File: src/rtl/calc_pkg.sv
// Shared calculator datapath types and sizing for the BCD encode/decode paths.
package calc_pkg;

  localparam int BCD_DIGITS = 6;
  localparam int BIN_WIDTH  = 21;
  localparam int CONV_STEPS = 20;
  localparam int CNT_W      = 5;
  localparam int BCD_W      = 4 * BCD_DIGITS;

  typedef enum logic [1:0] {
    IDLE    = 2'd0,
    CONVERT = 2'd1,
    DONE    = 2'd2
  } conv_state_e;

  typedef logic [3:0] bcd_digit_t;

  typedef struct packed {
    logic                        sign;
    bcd_digit_t [BCD_DIGITS-1:0] digits;
  } signed_bcd_t;

  function automatic logic has_bad_digit(input logic [BCD_W-1:0] bcd);
    logic bad;
    bad = 1'b0;
    for (int i = 0; i < BCD_DIGITS; i++) begin
      if (bcd[4*i +: 4] > 4'd9) bad = 1'b1;
    end
    return bad;
  endfunction

endpackage

File: src/rtl/bcd_digit_correct.sv
// One digit of the reverse double-dabble correction: digits of 8 or more
// lose 3 after the right shift so the next shift halves them correctly.
module bcd_digit_correct
  import calc_pkg::*;
(
  input  bcd_digit_t digit_i,
  output bcd_digit_t digit_o
);

  assign digit_o = (digit_i >= 4'd8) ? (digit_i - 4'd3) : digit_i;

endmodule

File: src/rtl/bcd_to_binary.sv
// Sequential signed packed-BCD to binary converter, one shift/correct step
// per clock, with a start/busy/done handshake toward the operand entry logic.
//
//   state   | meaning
//   IDLE    | waiting for start; last result held
//   CONVERT | shifting BCD digits into the binary register, one bit per cycle
//   DONE    | result registers just updated; done high for this one cycle
module bcd_to_binary
  import calc_pkg::*;
(
  input  logic                 clk,
  input  logic                 resetn,
  input  logic                 start,
  input  logic [BCD_W:0]       bcdIn,
  output logic [BIN_WIDTH-1:0] binaryOut,
  output logic                 signOut,
  output logic                 busy,
  output logic                 done,
  output logic                 invalid
);

  conv_state_e        state_q;
  logic [BCD_W-1:0]   bcd_q;
  logic [19:0]        bin_q;
  logic [CNT_W-1:0]   cnt_q;
  logic [BCD_W-1:0]   bcd_sh;
  logic [BCD_W-1:0]   bcd_d;
  logic [19:0]        bin_d;
  signed_bcd_t        bcd_in_s;

  assign bcd_in_s = bcdIn;
  assign bcd_sh   = {1'b0, bcd_q[BCD_W-1:1]};
  assign bin_d    = {bcd_q[0], bin_q[19:1]};

  for (genvar i = 0; i < BCD_DIGITS; i++) begin : g_corr
    bcd_digit_correct u_corr (
      .digit_i (bcd_sh[4*i +: 4]),
      .digit_o (bcd_d[4*i +: 4])
    );
  end

  always_ff @(posedge clk or negedge resetn) begin
    if (!resetn) begin
      state_q   <= IDLE;
      bcd_q     <= '0;
      bin_q     <= '0;
      cnt_q     <= '0;
      binaryOut <= '0;
      signOut   <= 1'b0;
      busy      <= 1'b0;
      done      <= 1'b0;
      invalid   <= 1'b0;
    end else begin
      case (state_q)
        IDLE: begin
          done <= 1'b0;
          if (start) begin
            signOut <= bcd_in_s.sign;
            bcd_q   <= bcd_in_s.digits;
            bin_q   <= '0;
            cnt_q   <= '0;
            if (has_bad_digit(bcd_in_s.digits)) begin
              // Bad digit: skip conversion and report a zero result at once.
              invalid   <= 1'b1;
              binaryOut <= '0;
              done      <= 1'b1;
              busy      <= 1'b0;
              state_q   <= DONE;
            end else begin
              invalid <= 1'b0;
              busy    <= 1'b1;
              state_q <= CONVERT;
            end
          end
        end
        CONVERT: begin
          bcd_q <= bcd_d;
          bin_q <= bin_d;
          cnt_q <= cnt_q + 1'b1;
          if (cnt_q == CNT_W'(CONV_STEPS - 1)) begin
            binaryOut <= {1'b0, bin_d};
            done      <= 1'b1;
            busy      <= 1'b0;
            state_q   <= DONE;
          end
        end
        DONE: begin
          done    <= 1'b0;
          state_q <= IDLE;
        end
        default: begin
          done    <= 1'b0;
          busy    <= 1'b0;
          state_q <= IDLE;
        end
      endcase
    end
  end

endmodule

File: config.mk
export PLATFORM = sky130hd
export DESIGN_NAME = bcd_to_binary
export DESIGN_NICKNAME = d
export VERILOG_FILES = /design/src/rtl/calc_pkg.sv /design/src/rtl/bcd_digit_correct.sv /design/src/rtl/bcd_to_binary.sv
export SDC_FILE = /design/constraint.sdc
export NUM_CORES = 1
export LEC_CHECK = 0
export BUFFER_PORTS_ARGS = -buffer_cell sky130_fd_sc_hd__buf_2
export CORE_ASPECT_RATIO = 0.8
export CORE_MARGIN = 1.5
export CORE_UTILIZATION = 35
export DETAILED_ROUTE_END_ITERATION = 6
export PLACE_DENSITY = 0.66
export SYNTH_ARGS = -nofsm -noshare
export SYNTH_HDL_FRONTEND = slang
export SYNTH_SLANG_ARGS = --single-unit
File: constraint.sdc
create_clock -name clk -period 2.4 [get_ports clk]
set_clock_uncertainty 0.2 [all_clocks]
set_input_delay 0.24 -clock clk [delete_from_list [all_inputs] [get_ports clk]]
set_output_delay 0.24 -clock clk [all_outputs]
set_load 0.01 [all_outputs]
==> After elaboration in Yosys (flattened, before gate mapping) <==
Cells that the tools add are included.
{ "totals": {"inputBits": 28, "out_inout_bits": 25, "register_bits": 76, "elab_cells": 78} }
{ "classes": {"reduce_logical": 7, "n_addsub": 7, "bitwise": 1, "n_eq_ne": 6, "n_lt_le_gt_ge": 12, "muxes": 36} }
{ "ops": {"columns": ["operator", "count"], "rows": [
  ["21-bit 2-to-1 mux", 3],
  ["24-bit case mux with 2 select lines", 1],
  ["21-bit case mux with 2 select lines", 1],
  ["20-bit case mux with 2 select lines", 1],
  ["4-bit greater-than comparator, second input constant", 6],
  ["24-bit 2-to-1 mux", 1],
  ["4-bit 2-to-1 mux", 6],
  ["4-bit greater-or-equal comparator, second input constant", 5],
  ["20-bit 2-to-1 mux", 1],
  ["4-bit by 2-bit subtractor with 4-bit output, second input constant", 5],
  ["1-bit 2-to-1 mux", 14],
  ["5-bit case mux with 2 select lines", 1],
  ["2-bit 2-to-1 mux", 3],
  ["2-bit != test, second input constant", 3],
  ["2-bit AND reduction", 3],
  ["5-bit by 1-bit adder with 5-bit output, second input constant", 1],
  ["5-bit equality test, second input constant", 1],
  ["5-bit 2-to-1 mux", 1],
  ["3-bit by 4-bit greater-or-equal comparator with 1-bit output, second input constant", 1],
  ["2-bit case mux with 2 select lines", 1],
  ["4-bit AND reduction", 1],
  ["3-bit by 2-bit subtractor with 4-bit output, second input constant", 1],
  ["1-bit case mux with 3 select lines", 1],
  ["3-bit AND reduction", 1],
  ["other kinds (6)", 6]
]} }

==> Logic depth before layout (Yosys ltp) <==
Gate-level depths: netlist of the first run.
{ "logic_depth": {"word_depth": 12, "ltp_mapped": 6} }

==> Hierarchy <==
From an unflattened synthesis of the first run, not the netlist that was laid out.
{ "hier_totals": {"cells_unflattened": 340, "area_unflattened_um2": 3647.2} }
{ "by_module_without_submodules": {"columns": ["module", "area_per_inst_um2", "seq_area_each_um2", "cells_each", "n_inst"], "rows": [
  ["bcd_to_binary", 3189.3, 1851.8, 274, 1],
  ["bcd_digit_correct", 76.3, 0.0, 11, 6]
]} }

==> Worst setup path before layout of the first run <==
Ideal clock, no wire load.
{ "synth_path": {"kind": "reg2reg", "start": "register state_q[0]", "end": "register invalid", "slack_ps": 727, "path_stages_with_launch": 5, "arrival_ps": 1354, "cell_sequence": "dfrtp_1 or3b_1 buf_2 or3_1 o21a_1"} }
{ "synth_via": {"elab_chain_cells": 2} }
{ "synth_lines": {"columns": ["item", "line", "text"], "rows": [
  ["from (decl)", "bcd_to_binary.sv:22", "conv_state_e state_q;"],
  ["from (signal assigned)", "bcd_to_binary.sv:44", "state_q <= IDLE;"],
  ["from (signal assigned)", "bcd_to_binary.sv:68", "state_q <= DONE;"],
  ["from (signal assigned)", "bcd_to_binary.sv:72", "state_q <= CONVERT;"],
  ["2-bit logical NOT", "bcd_to_binary.sv:54", "case (state_q)"],
  ["2-bit AND reduction (no line)", null, null],
  ["to (signal assigned)", "bcd_to_binary.sv:52", "invalid <= 1'b0;"],
  ["to (signal assigned)", "bcd_to_binary.sv:64", "invalid <= 1'b1;"],
  ["to (signal assigned)", "bcd_to_binary.sv:70", "invalid <= 1'b0;"],
  ["to (decl)", "bcd_to_binary.sv:19", "output logic invalid"]
]} }
Every way passes these cells.
A chain may end at the register's enable or synchronous reset.

==> Worst setup path after layout of the first run <==
{ "layout_path": {"start": "input bcdIn[18]", "end": "register binaryOut[7]"} }
{ "layout_via": {"elab_chain_cells": 7} }
{ "layout_lines": {"columns": ["item", "line", "text"], "rows": [
  ["from (decl)", "bcd_to_binary.sv:14", "input logic [BCD_W:0] bcdIn,"],
  ["4-bit greater-than comparator", "calc_pkg.sv:27", "if (bcd[4*i +: 4] > 4'd9) bad = 1'b1;"],
  ["1-bit 2-to-1 mux (2 in series)", "calc_pkg.sv:27", null],
  ["1-bit 2-to-1 mux", "bcd_to_binary.sv:57", "if (start) begin"],
  ["1-bit 2-to-1 mux", "bcd_to_binary.sv:54", null],
  ["2-bit != test (no line)", null, null],
  ["4-bit AND reduction (no line)", null, null],
  ["to (signal assigned)", "bcd_to_binary.sv:81", "binaryOut <= {1'b0, bin_d};"],
  ["to (decl)", "bcd_to_binary.sv:15", "output logic [BIN_WIDTH-1:0] binaryOut,"]
]} }
Every way passes these cells. The select of a mux whose other input is x is not followed.

==> results.cfg, run 1 <==
[status]
outcome = completed

[floorplanning]
core-area_um2 = 9110
die_y_um = 90.1
die_area_um2 = 10100
num_rows = 31
start_util_pct = 36.4
io_pins = 53
die_x_um = 112

[yosys]
synth_edf_count = 0
ys_seq_elements = 74
synthMuxAreaShare_pct = 0
synth_compound_area_share_pct = 21.8
yosys.area_share.simple_pct = 11.1
yosysMostFrequentCell = dfrtp_1
synthXorXnorAreaFrac_pct = 2.90
yosys_warnings = 0
synth.avg_cell_area_um2 = 11.0
ys_seq_area_share_pct = 55.8
yosysTopAreaCell = dfrtp_1
synth_top_area_share_pct = 55.8
synth_top_family_by_area = compound AO/OA/AOI/OAI gates
synthTopCellsByCount = dfrtp_1 (74), nand2_1 (43), a22o_1 (39)
syn_area_um2 = 3320
async_reset_ff_share_pct = 100
synthAdderAreaFrac_pct = 4.15
yosys-top-cells-area = dfrtp_1 (56%), a22o_1 (10%), nand2_1 (4.9%)
synth_ff_type = dfrtp_1
postSynthCellCount = 303
synth_cell_types = 33
synth_nets = 342

[timing]
fmax_mhz = 485
hold_slack_ns = 0.0246
period_needed_ns = 2.06
min_period_over_period_pct = 86.0
setup_viol = 0
final-hold-violation-count = 0
rsz0062_at_grt = no
maxSlewHeadroom_pct = 53.1
tightest_slew_ns = 0.702
slew_viol_final = 0
timing.setup.tns_ns = 0

[cts]
htree_levels = 3
cts-buffers-inserted = 9
cts_root_buffer = clkbuf_16
post_cts_resize_count = 0
clock_path_buffers = 2
cts_tree = done
worstSkewPairLatency_ns = 0.33
clock-sinks = 74
clk_pin_slew_ns = 0.06

[global_routing]
grt_max_degree = 53
grt_pass1_wl_um = 12900
antenna_found_initial = 0
grt_usage_pct = 15.9
overflow = 0
first_global_vias = 2515

[drt]
drc = 0
drt_pass1_iterations = 4
drtAntennaViolNets = 0
drt_iter0_markers = 169
routed_wl_um = 7630
vias = 2569
wl_per_cell_um = 15.4
vias_per_cell = 5.19

[final_layout]
areaGrowthSynthToFinish_pct = 26.7
diodes = 0
num-fill-cells = 827
instances_no_fill = 495
drive_gt1_share_pct = 20.5
final_area_um2 = 4200
nets = 414

[flow_run]
max_cap_viol_count = 0

[placed_design]
place_inst = 456
post-dp-hpwl_um = 4750
io_buffer_count = 51
place.gp.congestion = 0.729
placed_area_um2 = 3690

[setup_path]
critPathLaunchType = input port
critPathCaptureType = register
crit_required_ns = 2.46
path_class = in -> reg
cp.arrival_ns = 2.13
path_max_fanout = 21

[power_and_ir_drop]
p_total_mw = 3.50
power_density_nw_per_um2 = 832
ir_drop_mv = 0.429
leakagePower_nw = 2.07

[hold_path]
hold_class = in -> reg
[worst max-delay path, cell delays in order]
cell	delay (ns)
dlygate4sd3_1	0.53
buf_2	0.12
o21ai_0	0.31
nand4_1	0.22
o32ai_2	0.24
buf_4	0.28
a22o_1	0.17
[flip-flops by register name, indices dropped and copies added, names as in the netlist]
signal	cells
binaryOut	20
done	1
cnt_q	5
busy	1
bin_q	19
signOut	1
state_q	2
invalid	1
bcd_q	24
[final cells by class]
class                           instances  area (um2)  area share [%]
Sequential cell                        74        1850            44.0
Multi-Input combinational cell        198        1330            31.7
Timing Repair Buffer                   81         553            13.2
Clock buffer                            9         225            5.36
Tap cell                              115         144            3.42
Clock inverter                          7        57.6            1.37
Inverter                               11        41.3           0.982
[cell usage in the layout, fill, tap and decap left out, types with 2 or more instances in the layout]
cell	Yosys	layout
buf_4	1	7
o211a_1	5	5
nand3_1	4	4
nand4_1	2	2
nand2_1	43	43
dfrtp_1	74	74
clkbuf_16	0	9
xnor2_1	10	10
a21oi_1	5	5
o22ai_1	5	5
inv_6	0	4
buf_2	14	50
clkinvlp_4	0	3
a22o_1	39	39
a221o_1	5	5
nand2b_1	7	7
nor2_1	15	15
dlygate4sd3_1	0	23
ha_1	11	11
o21ai_0	15	15
a31oi_1	19	19
inv_1	11	11
[timing repair]
item,CTS,global route
hold buffers,23,0
endpoints found under the hold margin,96,0
setup buffers,0,0
[metrics by stage]
stage | worst slack [ns] | util [%]
floorplan | 0.727 | -
global placement | 0.591 | 40.5
detailed placement | 0.573 | 40.5
CTS | 0.363 | 46.1
global route | 0.272 | 46.1
finish | 0.336 | 46.1
[path summary, 6_finish.rpt]
path / startpoint / to / slack [ns] / cells past startpoint
worst min register to register: signOut / signOut / 0.28 / 2
worst max register to register: cnt_q[0] / binaryOut[7] / 0.58 / 6
worst max-delay path: bcdIn[18] / binaryOut[7] / 0.34 / 7
worst min-delay path: bcdIn[11] / bcd_q[11] / 0.02 / 3
min in group asynchronous: resetn / bcd_q[7] / 0.17 / 2
max in group asynchronous: resetn / bin_q[5] / 1.27 / 3
[per-layer routing]
metal  global-route usage, %  part of all wire (%)
met5                       0                     0
met2                    23.3                    45
met3                    4.32                   3.8
met4                    4.43                  0.96
met1                    23.2                    51
[where the power goes]
group	switching [mW]	internal [mW]	leakage, nW
sequential	0.188	1.40	0.975
clock	0.548	0.714	0.129
combinational	0.337	0.308	0.962
total	1.07	2.43	2.07
[cell families (layout without fill, tap and decap cells)]
family	after synthesis	after routing
buffers and inverters	31	108
DFF	74	74
AOI/OAI and AO/OA	96	96
and+or+nand+nor	79	79
other	1	1
xor gates and xnor gates	11	11
adders and majority gates	11	11
No activity file was read; power rests on OpenSTA's default activity.
==> inputs of run 2 (changes only) <==
--- a/config.mk
+++ b/config.mk
@@ -10,7 +10,7 @@
 export CORE_MARGIN = 1.5
 export CORE_UTILIZATION = 35
 export DETAILED_ROUTE_END_ITERATION = 6
-export PLACE_DENSITY = 0.66
+export PLACE_DENSITY = 0.62
 export SYNTH_ARGS = -nofsm -noshare
 export SYNTH_HDL_FRONTEND = slang
 export SYNTH_SLANG_ARGS = --single-unit
==> run 2 against run 1 <==
- power up 3.7%
- global-route usage down 0.27 points
- sequential power about the same
- critical path depth unchanged
- maximum frequency up 0.32%
- critical path type unchanged
- worst hold slack worse by 0.013 ns
- register-to-register slack worse by 0.02 ns
==> results.cfg, run 2 (synthesis results as in run 1) <==
[placed_design]
placed_area_um2 = 3700
place.gp.congestion = 0.781
io_buffer_count = 51
post-dp-hpwl_um = 4710
place_inst = 457

[cts]
post_cts_resize_count = 0
worstSkewPairLatency_ns = 0.33
cts-buffers-inserted = 9
clock_path_buffers = 2
cts_hold_buf = 23
htree_levels = 3
cts_root_buffer = clkbuf_16
cts_tree = done
clk_pin_slew_ns = 0.06
post-cts-setup-buffers = 0
clock-sinks = 74

[timing]
tightest_slew_ns = 0.651
setup_viol = 0
period_needed_ns = 2.06
maxSlewHeadroom_pct = 56.5
min_period_over_period_pct = 85.7
timing.setup.tns_ns = 0
rsz0062_at_grt = no
slew_viol_final = 0
final-hold-violation-count = 0
fmax_mhz = 486

[setup_path]
path_class = in -> reg
critPathCaptureType = register
path_max_fanout = 21
path_buf_inv = 3
path_cells = dlygate4sd3_1 > buf_2 > o21ai_0 > nand4_1 > o32ai_2 > buf_4 > a22o_1
critPathLaunchType = input port
crit_required_ns = 2.46
cpLargestDelayFamily = buffers and inverters
slowest_stage = dlygate4sd3_1
slowest_delay_ns = 0.53
cp.arrival_ns = 2.12

[floorplanning]
start_util_pct = 36.4
die_y_um = 90.1
core-area_um2 = 9110
die_x_um = 112
io_pins = 53
num_rows = 31
die_area_um2 = 10100

[power_and_ir_drop]
switching_share_pct = 30.0
leakagePower_nw = 2.09
clkPwrFrac_pct = 38.4
internal_power_mw = 2.54
p_total_mw = 3.63
ir_drop_mv = 0.481
comb_power_share_pct = 17.8
power_density_nw_per_um2 = 856
p_switching_mw = 1.09
seq_power_share_pct = 43.8

[final_layout]
drive_gt1_share_pct = 20.7
reg.largest.list = bcd_q (24), binaryOut (20), bin_q (19)
num-fill-cells = 809
final_area_um2 = 4240
final_util_pct = 46.5
final_common_cell = dfrtp_1
final_cell_mix = dfrtp_1 (74), buf_2 (50), nand2_1 (43)
nets = 415
largest_register = bcd_q
largest_reg_flops = 24
areaGrowthSynthToFinish_pct = 27.7
instances_no_fill = 496
multi_input_area_um2 = 1330
diodes = 0
ff_latch_area_um2 = 1850

[global_routing]
antenna_found_initial = 0
first_global_vias = 2476
grt_pass1_wl_um = 12700
grt_max_degree = 42
overflow = 0
grt_usage_pct = 15.7

[drt]
vias_per_cell = 5.14
drtAntennaViolNets = 0
drt_pass1_iterations = 4
drt_iter0_markers = 209
routed_wl_um = 7740
drc = 0
wl_per_cell_um = 15.6
vias = 2550

[flow_run]
max_cap_viol_count = 0

[hold_path]
hold_class = in -> reg

[status]
outcome = completed
==> run 2: cell count changes in the layout (fill, tap and decap cells not counted) <==
| cell | previous run | this run |
|---|---|---|
| inv_6 | 4 | 3 |
| clkinv_4 | 0 | 1 |
| buf_4 | 7 | 8 |
| clkinvlp_4 | 3 | 1 |
| bufinv_16 | 0 | 1 |
| inv_8 | 0 | 1 |
==> run 2: layout make-up <==
class / count / area share, %
clock inverter: 7 / 1.98
inverter: 11 / 0.974
multi-input combinational: 198 / 31.4
sequential: 74 / 43.7
timing repair buffer: 82 / 13.2
clock buffer: 9 / 5.31
tap: 115 / 3.40
==> run 2: worst paths after layout <==
| check | from | endpoint | slack, ns | cells past startpoint |
|---|---|---|---|---|
| hold / removal | bcdIn[2] | bcd_q[2] | 0.01 | 3 |
| max in group asynchronous | resetn | binaryOut[6] | 1.23 | 3 |
| setup reg to reg | cnt_q[0] | binaryOut[5] | 0.56 | 6 |
| hold reg to reg | signOut | signOut | 0.28 | 2 |
| min in group asynchronous | resetn | bcd_q[20] | 0.20 | 2 |
| setup / recovery | bcdIn[18] | binaryOut[5] | 0.34 | 7 |
==> run 2: tightest hold or removal path, cell delays in order <==
cell and delay [ns]:
buf_2 0.11, nand2_1 0.07, a31oi_1 0.08
==> run 2: metal layers <==
layer,track usage [%],routed length (um)
met2,22.3,3360
met5,0,0
met4,4.75,81
met1,23.5,3920
met3,3.78,374
==> run 2: power by group through the flow <==
stage / Combinational, mW / Sequential (mW) / Clock, mW
finish: 0.647 / 1.59 / 1.39
global route: 0.729 / 1.62 / 1.47
CTS: 0.651 / 1.59 / 1.41
detailed placement: 0.615 / 1.61 / 0
global placement: 0.597 / 1.60 / 0
floorplan: 0.465 / 1.57 / 0
==> run 2: stage by stage <==
stage	worst slack (ns)	hold slack, ns
global placement	0.592	0.0283
global route	0.199	0.0251
floorplan	0.727	-0.256
detailed placement	0.569	0.0265
CTS	0.368	0.00199
finish	0.343	0.0114
